### config.mk
export PLATFORM = sky130hd
export DESIGN_NAME = spi_slv
export DESIGN_NICKNAME = d
export VERILOG_FILES = /design/src/rtl/spi_slv.sv
export SDC_FILE = /design/constraint.sdc
export NUM_CORES = 1
export LEC_CHECK = 0
export ABC_AREA = 1
export CAP_MARGIN = 20
export CORE_MARGIN = 2
export CORE_UTILIZATION = 50
export CTS_BUF_LIST = sky130_fd_sc_hd__clkbuf_16
export CTS_CLUSTER_DIAMETER = 120
export CTS_CLUSTER_SIZE = 8
export DETAILED_ROUTE_END_ITERATION = 7
export GPL_TIMING_DRIVEN = 0
export HOLD_SLACK_MARGIN = 0.06
export PLACE_DENSITY = 0.76
export SYNTH_ARGS = -nofsm -noshare
export SYNTH_HDL_FRONTEND = slang
export SYNTH_SLANG_ARGS = --single-unit
### constraint.sdc
create_clock -name clk -period 2.9 [get_ports clk]
set_input_delay 0.435 -clock clk [delete_from_list [all_inputs] [get_ports clk]]
set_output_delay 0.435 -clock clk [all_outputs]
set_load 0.01 [all_outputs]
### src/rtl/spi_slv.sv
// SPI mode-0 responder: oversamples SCLK/SS_N/MOSI in the clk domain, returns each
// received frame on rx_* and shifts one staged tx word out on MISO per frame.
module spi_slv #(
  parameter int SPI_MAXLEN  = 16,
  parameter int SYNC_STAGES = 2
) (
  input  logic                        clk,
  input  logic                        reset,
  input  logic                        SCLK,
  input  logic                        SS_N,
  input  logic                        MOSI,
  output logic                        MISO,
  output logic                        miso_oe,
  input  logic [SPI_MAXLEN-1:0]       tx_data,
  input  logic                        tx_valid,
  output logic                        tx_ready,
  output logic                        tx_underrun,
  output logic [SPI_MAXLEN-1:0]       rx_data,
  output logic [$clog2(SPI_MAXLEN):0] rx_nbits,
  output logic                        rx_overflow,
  output logic                        rx_valid,
  output logic                        busy
);

  localparam int CW = $clog2(SPI_MAXLEN) + 1;
  localparam int SW = $clog2(SYNC_STAGES + 2);
  localparam logic [CW-1:0] CNT_MAX = CW'(SPI_MAXLEN);
  localparam logic [SW-1:0] SETTLE  = SW'(SYNC_STAGES + 1);

  // ACTIVE owns bit 1 alone so busy and miso_oe come straight off a flop.
  typedef enum logic [1:0] {
    WAIT_DESEL = 2'b00,
    IDLE       = 2'b01,
    ACTIVE     = 2'b10
  } state_t;

  state_t                 state;
  logic [SYNC_STAGES-1:0] sclk_sync, ss_sync, mosi_sync;
  logic                   sclk_prev, ss_prev;
  logic [SW-1:0]          settle;
  logic [SPI_MAXLEN-1:0]  stage, tx_shift, rx_shift;
  logic                   staged, ovf;
  logic [CW-1:0]          cnt;

  logic sclk_s, ss_s, mosi_s, sclk_rise, sclk_fall, ss_rise, ss_fall;

  assign sclk_s    = sclk_sync[SYNC_STAGES-1];
  assign ss_s      = ss_sync[SYNC_STAGES-1];
  assign mosi_s    = mosi_sync[SYNC_STAGES-1];
  assign sclk_rise = sclk_s & ~sclk_prev;
  assign sclk_fall = ~sclk_s & sclk_prev;
  assign ss_rise   = ss_s & ~ss_prev;
  assign ss_fall   = ~ss_s & ss_prev;

  assign busy     = state[1];
  assign miso_oe  = state[1];
  assign tx_ready = ~staged;

  // Pin synchronizers plus one history flop each for edge detection.
  always_ff @(posedge clk or posedge reset) begin
    if (reset) begin
      sclk_sync <= '0;
      ss_sync   <= '1;
      mosi_sync <= '0;
      sclk_prev <= 1'b0;
      ss_prev   <= 1'b1;
    end else begin
      sclk_sync <= {sclk_sync[SYNC_STAGES-2:0], SCLK};
      ss_sync   <= {ss_sync[SYNC_STAGES-2:0], SS_N};
      mosi_sync <= {mosi_sync[SYNC_STAGES-2:0], MOSI};
      sclk_prev <= sclk_s;
      ss_prev   <= ss_s;
    end
  end

  // Frame FSM, shift registers, staging register and registered outputs.
  always_ff @(posedge clk or posedge reset) begin
    if (reset) begin
      state       <= WAIT_DESEL;
      settle      <= '0;
      stage       <= '0;
      staged      <= 1'b0;
      tx_shift    <= '0;
      rx_shift    <= '0;
      cnt         <= '0;
      ovf         <= 1'b0;
      MISO        <= 1'b0;
      tx_underrun <= 1'b0;
      rx_valid    <= 1'b0;
      rx_data     <= '0;
      rx_nbits    <= '0;
      rx_overflow <= 1'b0;
    end else begin
      rx_valid    <= 1'b0;
      tx_underrun <= 1'b0;
      MISO        <= (state == ACTIVE) ? tx_shift[SPI_MAXLEN-1] : 1'b0;
      if (settle != SETTLE) begin
        settle <= settle + SW'(1);
      end
      case (state)
        // The synchronizers reset to "deselected", so only trust SS_N once they
        // have refilled from the pin; otherwise a reset mid-frame would re-enter it.
        WAIT_DESEL: begin
          if (settle == SETTLE && ss_s) begin
            state <= IDLE;
          end
        end
        IDLE: begin
          if (ss_fall) begin
            state    <= ACTIVE;
            rx_shift <= '0;
            cnt      <= '0;
            ovf      <= 1'b0;
            if (staged) begin
              tx_shift <= stage;
              staged   <= 1'b0;
            end else begin
              tx_shift    <= '0;
              tx_underrun <= 1'b1;
            end
          end
        end
        ACTIVE: begin
          if (ss_rise) begin
            state <= IDLE;
            if (cnt != '0) begin
              rx_valid    <= 1'b1;
              rx_data     <= rx_shift;
              rx_nbits    <= cnt;
              rx_overflow <= ovf;
            end
          end else if (sclk_rise) begin
            rx_shift <= {rx_shift[SPI_MAXLEN-2:0], mosi_s};
            if (cnt == CNT_MAX) begin
              ovf <= 1'b1;
            end else begin
              cnt <= cnt + CW'(1);
            end
          end else if (sclk_fall) begin
            tx_shift <= tx_shift << 1;
          end
        end
        default: state <= WAIT_DESEL;
      endcase
      // Only possible while empty, so it never collides with the load above.
      if (tx_valid && !staged) begin
        stage  <= tx_data;
        staged <= 1'b1;
      end
    end
  end

endmodule

======== After elaboration in Yosys (flattened, before gate mapping) ========
Cells that the tools add are included.
storage, ports and cells
  logic and storage cells ................. 92
  bits of input ports ..................... 22
  register bits ........................... 92
  output and inout port bits .............. 28
operators by class
  add/subtract/negate cells ............... 2
  reduce and logical (&&, ||, !) cells .... 15
  equal/unequal tests ..................... 14
  bitwise gates (word level) .............. 9
  mux-type cells .......................... 33
operator list
  operator               number
  $mux W16               8
  $pmux W16 S2           2
  $mux W5                4
  $ne A2 B2 Y1 const B   9
  $reduce_and A5 Y1      3
  $mux W1                13
  $pmux W5 S2            1
  $mux W2                3
  $pmux W2 S3            1
  $reduce_and A3 Y1      2
  $reduce_bool A2 Y1     3
  $add A5 B1 Y5 const B  1
  $eq A5 B5 Y1 const B   1
  $not A1 Y1             5
  $reduce_bool A5 Y1     1
  $and A1 B1 Y1          4
  $eq A2 B2 Y1 const B   2
  $reduce_and A4 Y1      1
  $add A2 B1 Y2 const B  1
  $eq A2 B1 Y1 const B   1
  $logic_and A1 B1 Y1    2
  $logic_not A2 Y1       1
  $ne A2 B1 Y1 const B   1
  $pmux W1 S2            1
  2 further kinds        2

======== Depth between registers and ports, before layout ========
  depth after elaboration ................. 6
  gate-level depth with buffers ........... 9
  gate-level depth less buffers ........... 8

======== Worst setup path after synthesis ========
OpenSTA, ideal clock, no wires.
  kind .................................... register to register
  from .................................... register staged
  to ...................................... register stage[15]
  setup slack ............................. 1546 ps
  cell stages (with the launch flop) ...... 6
  buffers on the path ..................... 2
  clock period less this slack ............ 1354 ps
  data arrival time ....................... 1229 ps
  library setup time ...................... 125 ps
  required time ........................... 2775 ps
  cell sequence ........................... dfrtp_1 > buf_2 > inv_2 > nand2_2 > buf_2 > mux2_2
between the ends
  word-level cells in the longest chain between the ends .. 2
ends and longest elaborated chain
  what                      RTL line  text
  start: declaration        42        logic staged, ovf;
  start signal: assignment  82        staged <= 1'b0;
  start signal: assignment  116       staged <= 1'b0;
  start signal: assignment  148       staged <= 1'b1;
  $logic_not A1 Y1          146       if (tx_valid && !staged) begin
  $logic_and A1 B1 Y1       146
  end signal: assignment    147       stage <= tx_data;
  end: declaration          41        logic [SPI_MAXLEN-1:0] stage, tx_shift, rx_shift;
No other way between the ends.
A chain may end at the register's enable or synchronous reset.

======== Final worst setup path ========
  from .................................... register staged
  to ...................................... output tx_ready
between the ends
  word-level cells in the longest chain between the ends .. 1
ends and longest elaborated chain
  what              RTL line  text
  $not A1 Y1        57        assign tx_ready = ~staged;
  end: declaration  16        output logic tx_ready,
No other way between the ends.

==> results.md <==
- Result of the run: finished, final reports clean
- Yosys warning count: 0
- Antenna diode count: 0
- DR iter-0 viols: 199
- Number of setup violations in the final report: 0
- Global-route met1 utilization: 26.49%
- Ports placed on the boundary: 50
- Vias after detailed routing: 2899
- Internal cell power: 2.726 mW
- Number of standard cells after synthesis: 421
- Number of max-cap violations: 0
- Worst flop-to-flop path startpoint: staged
- Clock network latency to the later pin of the worst-skew pair: 0.34 ns
- Met3 Use GR: 2.766%
- Worst path required time: 2.47 ns
- Input/output buffers: 49
- Clock transition at the registers of the reported paths: 0.07 ns
- Fraction of power consumed by combinational cells: 32.6%
- Total negative setup slack: 0 ns
- Via density per instance: 4.922
- Maximum VDD drop: 0.5206 mV
- Min Clock Period, post-route: 1.960 ns
- Final WL: 7.473 mm
- Type of destination of the critical path: output pin
- TritonCTS Buffers: 9
- Clock tree from TritonCTS: done
- Count of nets after finishing: 507
- Total power: 4.224 mW
- Worst EP arrival: 1.53 ns
- Detailed-routing iteration count for the pre-antenna-repair pass: 4
- Share of synthesized area occupied by flip-flops and latches: 58.66%
- Crit-path slowest cell: sky130_fd_sc_hd__clkdlybuf4s50_1
- Number of flops mapped to enable cells by yosys: 0
- Global-route wire length before repair: 12.88 mm
- Slew at the pin closest to its max-slew limit: 0.5380 ns
- RSZ-0062 raised after global routing: no
- Switching part of the total: 35.47%
- Global placer's final weighted congestion: 0.8350
- GRT Max-Usage Layer: met2
- H-tree lvl count: 3
- Largest clock skew in the final design: 0.005873 ns
- Area growth from synthesis to layout: 23.90%
- Number of flip-flops and latches in the synthesized netlist: 92
- Final HPWL DP: 5.046 mm
- Setup slack of the worst register-to-register path: 1.34 ns
- Number of rows created at floorplan: 32
- Max-slew violation total from the final report: 0
- Die footprint: 8588 um2
- Commonest cells after routing, fill and taps aside: sky130_fd_sc_hd__nand2_1 (176), sky130_fd_sc_hd__dfrtp_1 (89), sky130_fd_sc_hd__clkdlybuf4s50_1 (49)
- Width of the chip: 92.67 um
- Max Fclk: 510.1 MHz
- Count of unresolved DRC violations after routing: 0
- Clock Path Buffers: 2
- Switching pwr: 1.498 mW
- Most frequent standard cell in the layout excluding fill and tap cells: sky130_fd_sc_hd__nand2_1
- Hold bufs inserted after CTS: 0
- Reg-to-reg endpoint: stage[4]
- Post-CTS Setup Bufs: 0
- Hold violation count in the final report: 0
- Critical setup path kind: register to output pin
- Depth of the worst register-to-register path: 5
- Normalized max-slew margin: 64.13%
- Class of the tightest hold or removal check: register to register
- Sequential Power Share: 40.4%
- Area of the core: 7687 um2
- Die Y: 92.67 um
- Worst hold slack: 0.3490 ns
- Post-layout utilization of the core: 63.36%
- Number of global-route vias before repair: 2747
- Crit share post-route: 67.60%
- Post-synth ARST share: 100.0%
- Starting density of the core: 51.14%
- Post-synthesis average cell area: 9.338 um2
- Leakage power: 2.385 nW
- Share of layout cells above drive strength 1: 14.58%
- Total global routing overflow: 0
- Critical-path cell list: buf_2 -> inv_2 -> clkdlybuf4s50_1
- Syn Nets: 446
- Remaining antenna violation count after routing: 0
- Hold Path Cell Cnt: 0
- Global routing met2 resource utilization: 30.41%
- Sinks on Clock Net: 92
- Number of filler cells placed in the layout: 626
- Distinct cells, synth: 29
- Critical Path Sink: tx_ready
- Largest fanout on the critical path: 8
- Power density over the cells: 867.2 nW/um2
- Largest net degree at the start of global routing: 51
- Number of antenna violations at the first check in global routing: 0
- Startpoint type of the worst setup path: register
- Cell Area, Synth: 3931 um2
- Library cell used as clock root buffer: sky130_fd_sc_hd__clkbuf_16
- Clk network pwr share: 26.9%
- Critical Path Max Stage Delay: 0.54 ns
- Number of instances resized during post-cts repair: 0
- Global routing usage summed across all routing layers: 19.05%
- Most instantiated flip-flop cell in the synthesis netlist: sky130_fd_sc_hd__dfrtp_1
- Wire length per cell: 12.69 um
- Critical path startpoint: staged
cell usage after synthesis, types with 2 or more instances:
cell type	n	area, um2
sky130_fd_sc_hd__nand3_1	39	195.2
sky130_fd_sc_hd__dfrtp_1	89	2227
sky130_fd_sc_hd__nand2_4	3	33.78
sky130_fd_sc_hd__nor2_4	3	33.78
sky130_fd_sc_hd__nor3_1	3	15.01
sky130_fd_sc_hd__o21ai_1	16	80.08
sky130_fd_sc_hd__clkbuf_1	2	7.510
sky130_fd_sc_hd__ha_1	3	37.54
sky130_fd_sc_hd__mux2_2	16	180.2
sky130_fd_sc_hd__inv_2	3	11.26
sky130_fd_sc_hd__o21ai_0	7	35.03
sky130_fd_sc_hd__nand2_2	3	18.77
sky130_fd_sc_hd__nor2_1	13	48.80
sky130_fd_sc_hd__buf_6	6	67.56
sky130_fd_sc_hd__nor2_2	2	12.51
sky130_fd_sc_hd__dfstp_2	3	78.83
sky130_fd_sc_hd__buf_4	5	37.54
sky130_fd_sc_hd__buf_2	5	25.02
sky130_fd_sc_hd__a21oi_1	2	10.01
sky130_fd_sc_hd__inv_1	14	52.55
sky130_fd_sc_hd__nand2_1	176	660.6
worst max-delay path: cells and delay by family, from the launching register on:
kind / cells / cell delay (ns)
buffers and inverters: 3 / 0.82
DFF: 1 / 0.37
how the worst min path moves through the flow:
stage | slack, ns | end | startpoint
2_1_floorplan | 0.33 | mosi_sync[1] | mosi_sync[0]
6_report | 0.35 | mosi_sync[1] | mosi_sync[0]
5_1_grt | 0.35 | mosi_sync[1] | mosi_sync[0]
3_3_place_gp | 0.33 | sclk_sync[1] | sclk_sync[0]
3_5_place_dp | 0.34 | mosi_sync[1] | mosi_sync[0]
4_1_cts | 0.35 | mosi_sync[1] | mosi_sync[0]
per-layer routing:
metal	vias to the layer above	wire length [um]
met4	0	88
li1	1462	-
met2	69	3604
met5	-	0
met1	1361	3467
met3	7	312
layout make-up:
class / count / area [um2] / share of cell area (%)
timing repair buffer: 50 / 518.0 / 10.63
buffer: 19 / 141.4 / 2.903
inverter: 18 / 72.57 / 1.490
multi-input combinational: 292 / 1414 / 29.03
sequential: 92 / 2306 / 47.34
tap: 102 / 127.6 / 2.620
clock buffer: 9 / 225.2 / 4.624
clock inverter: 7 / 66.31 / 1.361
cell families (layout without fill, tap and decap cells):
kind of cell | count (synthesis) | count (layout) | share of synthesized area (%)
and+or+nand+nor | 245 | 245 | 26.58
DFF | 92 | 92 | 58.66
buffers and inverters | 37 | 103 | 5.379
AOI/OAI and AO/OA | 27 | 27 | 3.628
muxes | 16 | 16 | 4.583
adders and majority gates | 3 | 3 | 0.9549
xor gates and xnor gates | 1 | 1 | 0.2228
sequential cells by signal, summed over array words and instances, names as in the netlist, 2 cells and up:
name,flops
tx_shift,16
rx_shift,16
rx_data,16
rx_nbits,5
stage,16
settle,2
mosi_sync,2
state,2
sclk_sync,2
ss_sync,2
cnt,5
power groups by stage:
stage	registers (mW)	clock network [mW]	logic, mW
2_1_floorplan	1.70	0	1.04
3_3_place_gp	1.72	0	1.34
3_5_place_dp	1.73	0	1.38
4_1_cts	1.71	1.16	1.40
5_1_grt	1.74	1.22	1.57
6_report	1.71	1.14	1.38
stage by stage:
stage	setup slack [ns]	area [um2]	std cells
finish	0.9396	4871	589
detailed placement	1.056	4579	573
global placement	-1.243	4549	572
floorplan	0.07800	3931	421
global route	0.8946	4871	589
CTS	0.9327	4871	589
Note: power is estimated with default switching activity, not from simulation.
